### src/rtl/accum_sampler.sv
// rtl/accum_sampler.sv - periodic/on-request snapshot of a sticky-bit accumulator with merge-on-overrun.
// Optional macro ACC_SAMPLER_SEQ_EN adds an 8-bit sample sequence number output (snap_seq).
module accum_sampler #(
  parameter int WIDTH      = 8,
  parameter int INTERVAL   = 125000,
  parameter int OFFER_ZERO = 0
) (
  input  logic             clk,
  input  logic             reset,
  input  logic [WIDTH-1:0] acc_i,
  output logic             acc_clear,
  input  logic             sample_req,
  output logic [WIDTH-1:0] snap_data,
  output logic             snap_valid,
  input  logic             snap_ready,
`ifdef ACC_SAMPLER_SEQ_EN
  output logic [7:0]       snap_seq,
`endif
  output logic             snap_overrun
);

  localparam int CW = $clog2(INTERVAL);
  localparam logic [CW-1:0] LAST = CW'(INTERVAL - 1);

  typedef enum logic {ST_COUNT, ST_SAMPLE} state_t;

  state_t           state_q, state_d;
  logic [CW-1:0]    count_q, count_d;
  logic [WIDTH-1:0] data_q, data_d;
  logic             valid_q, valid_d;
  logic             ovr_q, ovr_d;
`ifdef ACC_SAMPLER_SEQ_EN
  logic [7:0]       seq_cnt_q, seq_cnt_d;
  logic [7:0]       seq_q, seq_d;
`endif

  always_comb begin
    state_d = state_q;
    count_d = (count_q == LAST) ? '0 : count_q + 1'b1;
    data_d  = data_q;
    valid_d = valid_q;
    ovr_d   = ovr_q;
`ifdef ACC_SAMPLER_SEQ_EN
    seq_cnt_d = seq_cnt_q;
    seq_d     = seq_q;
`endif

    if (state_q == ST_COUNT) begin
      if ((count_q == LAST) || sample_req) begin
        state_d = ST_SAMPLE;
        count_d = '0;
      end
      if (valid_q && snap_ready) begin
        valid_d = 1'b0;
        ovr_d   = 1'b0;
      end
    end else begin
      state_d = ST_COUNT;
`ifdef ACC_SAMPLER_SEQ_EN
      seq_cnt_d = seq_cnt_q + 8'd1;
      seq_d     = seq_cnt_q + 8'd1;
`endif
      // An unaccepted snapshot absorbs the new bits instead of being lost.
      if (!valid_q || snap_ready) begin
        data_d  = acc_i;
        ovr_d   = 1'b0;
        valid_d = (acc_i != '0) || (OFFER_ZERO != 0);
      end else begin
        data_d  = data_q | acc_i;
        ovr_d   = 1'b1;
        valid_d = 1'b1;
      end
    end
  end

  always_ff @(posedge clk) begin
    if (reset) begin
      state_q <= ST_COUNT;
      count_q <= '0;
      data_q  <= '0;
      valid_q <= 1'b0;
      ovr_q   <= 1'b0;
`ifdef ACC_SAMPLER_SEQ_EN
      seq_cnt_q <= '0;
      seq_q     <= '0;
`endif
    end else begin
      state_q <= state_d;
      count_q <= count_d;
      data_q  <= data_d;
      valid_q <= valid_d;
      ovr_q   <= ovr_d;
`ifdef ACC_SAMPLER_SEQ_EN
      seq_cnt_q <= seq_cnt_d;
      seq_q     <= seq_d;
`endif
    end
  end

  // Reset also holds the accumulator clear so it starts empty.
  assign acc_clear    = reset | (state_q == ST_SAMPLE);
  assign snap_data    = data_q;
  assign snap_valid   = valid_q;
  assign snap_overrun = ovr_q;
`ifdef ACC_SAMPLER_SEQ_EN
  assign snap_seq     = seq_q;
`endif

endmodule
### config.mk
export PLATFORM = sky130hd
export DESIGN_NAME = accum_sampler
export DESIGN_NICKNAME = d
export VERILOG_FILES = /design/src/rtl/accum_sampler.sv
export SDC_FILE = /design/constraint.sdc
export NUM_CORES = 1
export LEC_CHECK = 0
export CAP_MARGIN = 20
export CORE_MARGIN = 8
export CORE_UTILIZATION = 25
export DETAILED_ROUTE_END_ITERATION = 16
export GPL_ROUTABILITY_DRIVEN = 0
export HOLD_SLACK_MARGIN = 0.12
export PLACE_DENSITY = 0.54
export SLEW_MARGIN = 25
export SYNTH_ARGS = -nofsm -noshare
export SYNTH_HDL_FRONTEND = slang
export SYNTH_SLANG_ARGS = --single-unit
### constraint.sdc
create_clock -name clk -period 1.7 [get_ports clk]
set_input_delay 0.425 -clock clk [delete_from_list [all_inputs] [get_ports clk]]
set_output_delay 0.425 -clock clk [all_outputs]
set_load 0.03 [all_outputs]
Word level (Yosys, flattened, before mapping) --
Cells that the tools add are included.
Word-level totals: bits in registers 28, bits of input ports 12, output and inout port bits 11, logic and storage cells 26
Operators by class: add/sub/neg operators 1, equality and inequality tests 1, muxes and demuxes 10, bitwise gates (word level) 2, reductions and logical operators 7
Operators by type and width (number):
- 17-bit 2-to-1 mux | 3
- 17-bit by 1-bit adder with 17-bit output, second input constant | 1
- 17-bit equality test, second input constant | 1
- 8-bit 2-to-1 mux | 1
- 8-bit OR | 1
- 8-bit nonzero test | 1
- 1-bit 2-to-1 mux | 6
- 1-bit logical OR | 2
- 2-bit nonzero test | 1
- 2-bit OR reduction | 1
- 1-bit logical AND | 1
- 1-bit logical NOT | 1
- 1-bit OR | 1

Depth between registers and ports, before layout --
depth in word-level cells 4, gate-level depth with buffers 5, gate-level depth less buffers 5

Worst setup path after synthesis --
Ideal clock, no wire load.
kind reg-to-reg, start register count_q[5], end register count_q[10], setup time 0.115 ns, data arrival time 1.347 ns, required time 1.585 ns, setup slack 0.239 ns, stages on the path, launching flop included 6, path buffers 1, clock period less this slack 1.461 ns, cells stage by stage dfxtp_1 nor4_1 nand3b_1 o31ai_4 buf_6 nor2_1
On the way: longest elaborated chain between the ends 4, elaborated cells between the ends (all ways) 6, those cells by class add/sub: 1; eq/ne: 1; mux: 3; reduce/logical: 1
RTL lines:
- from (decl) | line 28 | logic [CW-1:0] count_q, count_d;
- from (signal assigned) | line 89 | count_q <= count_d;
- 17-bit by 1-bit adder with 17-bit output / 17-bit equality test (equally long branches) | line 39, 49
- 17-bit 2-to-1 mux / 1-bit logical OR (equally long branches) | line 39, 49
- 17-bit 2-to-1 mux | line 49 | if ((count_q == LAST) || sample_req) begin
- 17-bit 2-to-1 mux (*) | line 48 | if (state_q == ST_COUNT) begin
Mark *: on every way between the ends. The rest lies on a longest branch, timed or not. A chain may end at the register's enable or synchronous reset.

Final worst setup path --
start register count_q[3], end register count_q[16]
Same word-level chain as after synthesis.

==> flow_summary.toml <==
[placed_design]
dp_hpwl_microns = 1965
pre_cts_ws_ps = -478.6
place_area_sq_mm = 0.001509
io_buffers = 22

[critical_path]
cp_slowest_stage_delay_ps = 470
crit_path_max_fanout = 9
r2r-end = "count_q[16]"
setup.worst_path.start_class = "flop"
worst-setup-path-type = "flop to flop"
crit_family = "simple AND/OR/NAND/NOR gates"
cp.arrival_ps = 1680
cp_data_required_time_ps = 1870
r2r_start = "count_q[3]"
critical_path.cell_chain = "nand4_2 -> nor4_1 -> xnor2_1 -> nor2_1"
slowest_stage = "dfxtp_1"
r2r.worst_path.cells = 4
r2r_setup_slack_ps = 200
crit_path_end_kind = "flop"
cp.buffers_inverters = 0

[clock_tree]
htreeDepth = 1
clk_latency_ps = 270
cts_made_buffers = 3
ctsLongestPathBuffers = 2
cts_setup_buffers = 0
cts.sinks = 28
clk_pin_slew_worst_paths_ps = 90
clock-root-buffer = "clkbuf_8"
cts_tree = "done"

[timing]
slew_headroom = 0.7598
clock.fmax_mhz = 664.6
min_period_ps = 1505
tightest_slew_ps = 357.0
hold-worst-slack_ps = 452.4
rsz0062_at_grt = "no"
period_share = 0.8851
slew_violations = 0
worst_slack_ps = 195.4
finalSetupViolations = 0
final-hold-violation-count = 0
final.setup_skew_ps = 3.599

[yosys]
ys_warn_count = 0
synth_cell_types = 28
avgSynthCellArea_sq_um = 8.999
synth-seq-area-share = 0.4791
netlist_area_sq_mm = 0.001170
postSynthCellCount = 130
synth_seq_cells = 28
synth_fp_nets = 143

[die]
core_region_area_sq_mm = 0.004629
num_rows = 25
initial_core_util = 0.2527
fp.dieArea_sq_mm = 0.007124
die-height_microns = 84.41
io_pins = 23
die_w_microns = 84.41

[min_path]
hold-path-cell-count = 1
hold_path_end = "count_q[0]"
holdCritStartpoint = "count_q[0]"
hp-class = "flop to flop"

[detailed_routing]
drt-total-wl_microns = 2558
via_count = 999
drtIter0Drc = 32
drt_pre_antenna_iters = 4
viasPerCell = 4.668
wl_per_cell_microns = 11.95
detail-route-antenna-nets = 0
drc = 0

[final_layout]
mostFrequentLayoutCells = "nor2_1, dfxtp_1, xnor2_1"
design_area_sq_mm = 0.001564
final_nets = 174
syn_to_final_growth_pct = 33.69
antennaDiodeCount = 0
drive_gt1_frac = 0.1125

[global_route]
grt_overflow_total = 0
grt_usage = 0.07725
antenna_found_initial = 0
grt_max_degree = 18
grt_pass1_wl_microns = 4547
grt_pass1_vias = 995

[pwr]
power_density_mw_per_mm2 = 775.9
p_total_mw = 1.213
peakVddDrop_mv = 0.3402
leakagePower_nw = 0.5748

[run_status]
status = "finished, final reports clean"

[job]
maxCapViolCount = 0
power by group:
part	total, mW	switching (mW)	internal, mW
Clock	0.398	0.191	0.207
Sequential	0.679	0.00820	0.671
Combinational	0.137	0.0698	0.0669
flip-flops by register name, summed over array words and instances (netlist names):
name	count
snap_overrun	1
count_q	17
snap_valid	1
state_q	1
snap_data	8
cells by family (layout without fill, tap and decap cells):
kind of cell | count (synthesis) | count (layout) | synth area share
xor+xnor | 15 | 15 | 0.1123
mux | 1 | 1 | 0.008556
fa+ha+maj | 1 | 1 | 0.01069
compound gates | 14 | 14 | 0.09304
flops | 28 | 28 | 0.4791
buf+inv | 9 | 39 | 0.03742
simple gates | 62 | 62 | 0.2588
what timing repair did:
item	4_1_cts	5_1_grt
hold buffers	0	0
gates resized for setup	18	2
endpoints found under the setup margin	11	2
per-stage QoR:
stage | util | std cells | TNS (ps)
global placement | 0.3259 | 210 | -543.9
finish | 0.3378 | 214 | 0
detailed placement | 0.3259 | 210 | -809.0
global route | 0.3378 | 214 | 0
floorplan | - | 130 | 0
CTS | 0.3359 | 214 | 0
worst max-delay path by stage:
stage | from | cells after the start | endpoint | slack [ps]
floorplan | count_q[5] | 5 | count_q[10] | 240
global placement | reset | 3 | acc_clear | -450
detailed placement | reset | 3 | acc_clear | -480
CTS | reset | 3 | acc_clear | 20
global route | count_q[3] | 4 | count_q[16] | 100
finish | count_q[3] | 4 | count_q[16] | 200
Yosys cell counts (all sizes together):
master	n	area share
or2	1	0.0054
a21oi	3	0.013
a211oi	1	0.0064
and3	1	0.0054
ha	1	0.011
dfxtp	28	0.48
xor2	3	0.022
or3	1	0.0054
nand4	7	0.043
xnor2	12	0.090
clkbuf	1	0.0032
o31ai	1	0.018
inv	4	0.013
nor3	5	0.021
o21ai	1	0.0043
or4	2	0.013
nand3b	1	0.0064
mux2i	1	0.0086
nor4	5	0.027
buf	4	0.021
a22oi	8	0.051
nand2b	1	0.0054
nand3	5	0.021
nand2	5	0.016
nor2	28	0.090
routing by layer:
metal | up-vias | track usage | wire (microns)
met2 | 25 | 0.1153 | 1096
met3 | 2 | 0.03902 | 189
met5 | - | 0 | 0
li1 | 511 | - | -
met4 | 0 | 0.01780 | 9
met1 | 461 | 0.09602 | 1261
worst reg2reg max path, cell delays in order, from the launching register on:
cell,delay [ps]
dfxtp_1,470
nand4_2,280
nor4_1,450
xnor2_1,160
nor2_1,50
layout make-up:
class / instances / area [sq um]
Clock buffer: 4 / 55.05
Sequential cell: 28 / 560.5
Inverter: 4 / 15.01
Multi-Input combinational cell: 93 / 574.3
Timing Repair Buffer: 31 / 291.5
Fill cell: 470 / 3065
Tap cell: 54 / 67.56
No activity file was read; power rests on OpenSTA's default activity.
